File: config.mk
export PLATFORM = sky130hd
export DESIGN_NAME = score_bcd
export DESIGN_NICKNAME = d
export VERILOG_FILES = /design/src/rtl/score_pkg.sv /design/src/rtl/bcd_adjust.sv /design/src/rtl/score_bcd.sv
export SDC_FILE = /design/constraint.sdc
export NUM_CORES = 1
export LEC_CHECK = 0
export ABC_CLOCK_PERIOD_IN_PS = 2200
export CORE_MARGIN = 8
export CORE_UTILIZATION = 52
export DETAILED_ROUTE_END_ITERATION = 10
export PLACE_DENSITY = 0.78
export SLEW_MARGIN = 5
export SYNTH_ARGS = -nofsm -noshare
export SYNTH_HDL_FRONTEND = slang
export SYNTH_HIERARCHICAL = 1
export SYNTH_SLANG_ARGS = --single-unit
File: constraint.sdc
create_clock -name clk -period 2.2 [get_ports clk]
set_input_delay 0.55 -clock clk [delete_from_list [all_inputs] [get_ports clk]]
set_output_delay 0.55 -clock clk [all_outputs]
set_load 0.01 [all_outputs]
File: src/rtl/score_pkg.sv
// Shared types and default sizes for the binary-to-BCD score path.
package score_pkg;

    typedef enum logic [1:0] {
        IDLE,
        SHIFT,
        DONE
    } bcd_state_t;

    localparam int SCORE_W_DEF = 16;
    localparam int DIGITS_DEF  = 5;

endpackage

File: src/rtl/bcd_adjust.sv
// Double-dabble correction step: each BCD nibble >= 5 gets +3 before the shift.
module bcd_adjust
    import score_pkg::*;
#(
    parameter int DIGITS = DIGITS_DEF
) (
    input  logic [4*DIGITS-1:0] din,
    output logic [4*DIGITS-1:0] dout
);

    genvar gi;
    generate
        for (gi = 0; gi < DIGITS; gi++) begin : g_nib
            // Nibbles are adjusted independently; the sum never exceeds 4 bits.
            assign dout[4*gi +: 4] = (din[4*gi +: 4] >= 4'd5) ? din[4*gi +: 4] + 4'd3
                                                               : din[4*gi +: 4];
        end
    endgenerate

endmodule

File: src/rtl/score_bcd.sv
// Iterative binary-to-BCD converter for the score display, plus a session high score
// that only a reset clears.
module score_bcd
    import score_pkg::*;
#(
    parameter int SCORE_W = SCORE_W_DEF,
    parameter int DIGITS  = DIGITS_DEF
) (
    input  logic                clk,
    input  logic                Reset_n,
    input  logic [SCORE_W-1:0]  score,
    output logic [4*DIGITS-1:0] digits,
    output logic [4*DIGITS-1:0] hi_digits,
    output logic                busy,
    output logic                update
);

    localparam int BW    = 4 * DIGITS;
    localparam int CNT_W = $clog2(SCORE_W);

    bcd_state_t             state_reg;
    logic [CNT_W-1:0]       cnt_reg;
    // {bcd, bin} kept as one register so the shift carries bin MSB into bcd LSB.
    logic [BW+SCORE_W-1:0]  sr_reg;
    logic [SCORE_W-1:0]     cap_reg;
    logic [SCORE_W-1:0]     last_score_reg;
    logic [SCORE_W-1:0]     hi_score_reg;
    logic [BW-1:0]          digits_reg;
    logic [BW-1:0]          hi_digits_reg;
    logic [BW-1:0]          adj_next;
    logic                   busy_reg;
    logic                   upd_pend_reg;
    logic                   update_reg;

    bcd_adjust #(
        .DIGITS (DIGITS)
    ) u_adjust (
        .din  (sr_reg[BW+SCORE_W-1:SCORE_W]),
        .dout (adj_next)
    );

    always_ff @(posedge clk or negedge Reset_n) begin
        if (!Reset_n) begin
            state_reg      <= IDLE;
            cnt_reg        <= '0;
            sr_reg         <= '0;
            cap_reg        <= '0;
            last_score_reg <= '0;
            hi_score_reg   <= '0;
            digits_reg     <= '0;
            hi_digits_reg  <= '0;
            busy_reg       <= 1'b0;
            upd_pend_reg   <= 1'b0;
            update_reg     <= 1'b0;
        end else begin
            upd_pend_reg <= 1'b0;
            update_reg   <= upd_pend_reg;
            case (state_reg)
                IDLE: begin
                    if (score != last_score_reg) begin
                        cap_reg   <= score;
                        sr_reg    <= {{BW{1'b0}}, score};
                        cnt_reg   <= '0;
                        busy_reg  <= 1'b1;
                        state_reg <= SHIFT;
                    end
                end
                SHIFT: begin
                    sr_reg  <= {adj_next, sr_reg[SCORE_W-1:0]} << 1;
                    cnt_reg <= cnt_reg + 1'b1;
                    if (cnt_reg == CNT_W'(SCORE_W - 1)) begin
                        state_reg <= DONE;
                    end
                end
                DONE: begin
                    digits_reg     <= sr_reg[BW+SCORE_W-1:SCORE_W];
                    last_score_reg <= cap_reg;
                    if (cap_reg > hi_score_reg) begin
                        hi_score_reg  <= cap_reg;
                        hi_digits_reg <= sr_reg[BW+SCORE_W-1:SCORE_W];
                    end
                    upd_pend_reg <= 1'b1;
                    busy_reg     <= 1'b0;
                    state_reg    <= IDLE;
                end
                default: begin
                    state_reg <= IDLE;
                end
            endcase
        end
    end

    assign digits    = digits_reg;
    assign hi_digits = hi_digits_reg;
    assign busy      = busy_reg;
    assign update    = update_reg;

endmodule

==> metrics <==
slowest stage cell, crit path dfrtp_1; Syn Nets 560; hold_buf cts 0; Largest register FFs 36; PnR Total Power 12.1 mW; Ys Warns 6; Max Cap Viol 0; clock share of power a little over a fifth; average size of a mapped cell ~12 µm²; worst reg2reg path depth 10; critical path endpoint category flip-flop; crit path capture hi_digits[5]; final core occ 70.9%; CP delay by family, top buffers and inverters; Placer Congestion between 0.8 and 0.9; CP Data Arrival Time about 2.7 ns; FF/Latch Area 3330 µm²; Comb power frac 42.3%; Worst path max stage delay 0.38 ns; Clock H-tree levels 4; failing checks negative setup slack; Mapped Area 6200 µm²; startpoint types flip-flop; vias 4,347; WL/cell 19.3 µm; CP dominant cell by count buf_4; Critical Path Stages 10; routed vias/inst 5.56; minimum clock period 2.42 ns; cells along the critical path inv_1 > ha_1 > nand4_1 > buf_4 > nor3_2 > a21o_1 > a31oi_4 > buf_4 > buf_12 > mux2_1; most common cell after layout, fill and taps aside dfrtp_1; DRC violations left 0; Die H 125 µm; Area Growth Syn to Fin 35.1%; max_slew headroom 61.5%; die area 15,700 µm²; largest net degree at the start of global routing between 50 and 60; # diodes 0; Clk pin slew, worst setup/hold paths 0.05 ns; fmax 0.414 GHz; vias in the first global route 4,500; Multi-input gate area 3010 µm²; Antenna Nets Post-Route 0; CTS Buf Count 17; Skew-Pair Late Insertion Delay approximately 0.43 ns; Final Cycle Share 110%; Max clock buf depth 2; # setup viols final 36; RSZ-0062 raised after global routing yes; Top-Level Pins 60; DR pass1 iterations 4; reg2reg end hi_digits[5]; status complete, but fails checks; Detailed Route WL between 15,000 and 20,000 µm; sw frac 34.8%; Rows 40; Worst Path Max Fanout 10; FF-to-FF setup slack -0.22 ns; fin. max-slew vios 0; GR Util All Layers 18.2%; Buffers & Inverters on Critical Path 4; Iteration-0 DRC Markers 291; Cells after Synth 515; CP Launch Point hi_score_reg[6]; Net Sw Power 4.21 mW; final hold vios 0; post-detail-place hpwl 9090 µm; Flop pwr share 35.9%; P per Cell Area 1440 nW/µm²; clock sink total 133; worst setup margin -0.217 ns; CTS root buf clkbuf_16; initial antenna violation count 0; nets roughly 670; TritonCTS clock tree yes; Fin Clk Skew 0.0158 ns; most frequent cells in the layout 132 x dfrtp_1, 67 x nand2_1, 64 x mux2_2; Internal around 8 mW; slew of the pin with the lowest slew margin a little under 0.6 ns; Fillers 812; initial core utilization roughly 53%; Lkg Pwr 3.85 nW; die extent in x roughly 130 µm; R2R Path Start hi_score_reg[6]; Setup CP Type flip-flop to flip-flop; first-pass GRT wire length 22,800 µm; Crit path required time ~2.5 ns; PortBufs 59; share of cells above drive strength 1 33.2%; grt ovf 0; core area 11,800 µm²; Max VDD drop 0.722 mV; worst hold path type input port to asynchronous set/reset pin
[layer usage]
metal	track usage, %	up-vias	wire (µm)
met1	21.3	2235	6110
met5	0	-	0
li1	-	1989	-
met3	5.35	22	691
met2	31.4	101	7970
met4	5.87	0	302
[power groups by stage]
stage	logic (mW)	clock network, mW	registers (mW)
2_1_floorplan	2.63	0	4.21
3_3_place_gp	4.13	0	4.19
3_5_place_dp	4.35	0	4.27
4_1_cts	4.67	2.67	4.28
5_1_grt	5.56	2.77	4.47
6_report	5.12	2.63	4.34
[layout make-up]
cell class              instances  area share (%)
well taps                     147            2.20
inverters                      29            1.30
repair buffers                109            14.3
multi-input cells             333            35.9
clock buffers                  27            6.00
flip-flops and latches        133            39.7
clock inverters                 4           0.538
[what timing repair did]
item,4_1_cts,5_1_grt
pin swaps,4,18
gates resized for setup,30,63
setup buffers,2,5
endpoints found under the setup margin,79,92
cloned,1,6
[stage by stage]
step           setup slack (ns)  setup TNS [ns]  cells  hold slack, ns  instance area (µm²)
5_1_grt                  -0.277           -9.08    782           0.118                 8380
3_3_place_gp             -0.481          -26.18    740           0.335                 7230
3_5_place_dp             -0.512          -28.37    740           0.342                 7230
6_report                 -0.217           -6.89    782          0.0940                 8380
2_1_floorplan            0.0334               0    515           0.254                 6200
4_1_cts                 -0.0597           -1.51    774          0.0978                 8010
[how the worst min path moves through the flow]
stage	slack [ns]	endpoint	from
after floorplan	0.25	busy	Reset_n
after global routing	0.12	hi_digits[7]	Reset_n
after CTS	0.1	hi_digits[7]	Reset_n
after detailed placement	0.34	update	upd_pend_reg
final	0.09	hi_digits[7]	Reset_n
after global placement	0.34	update	upd_pend_reg
Power figures use the tool's default switching activity.
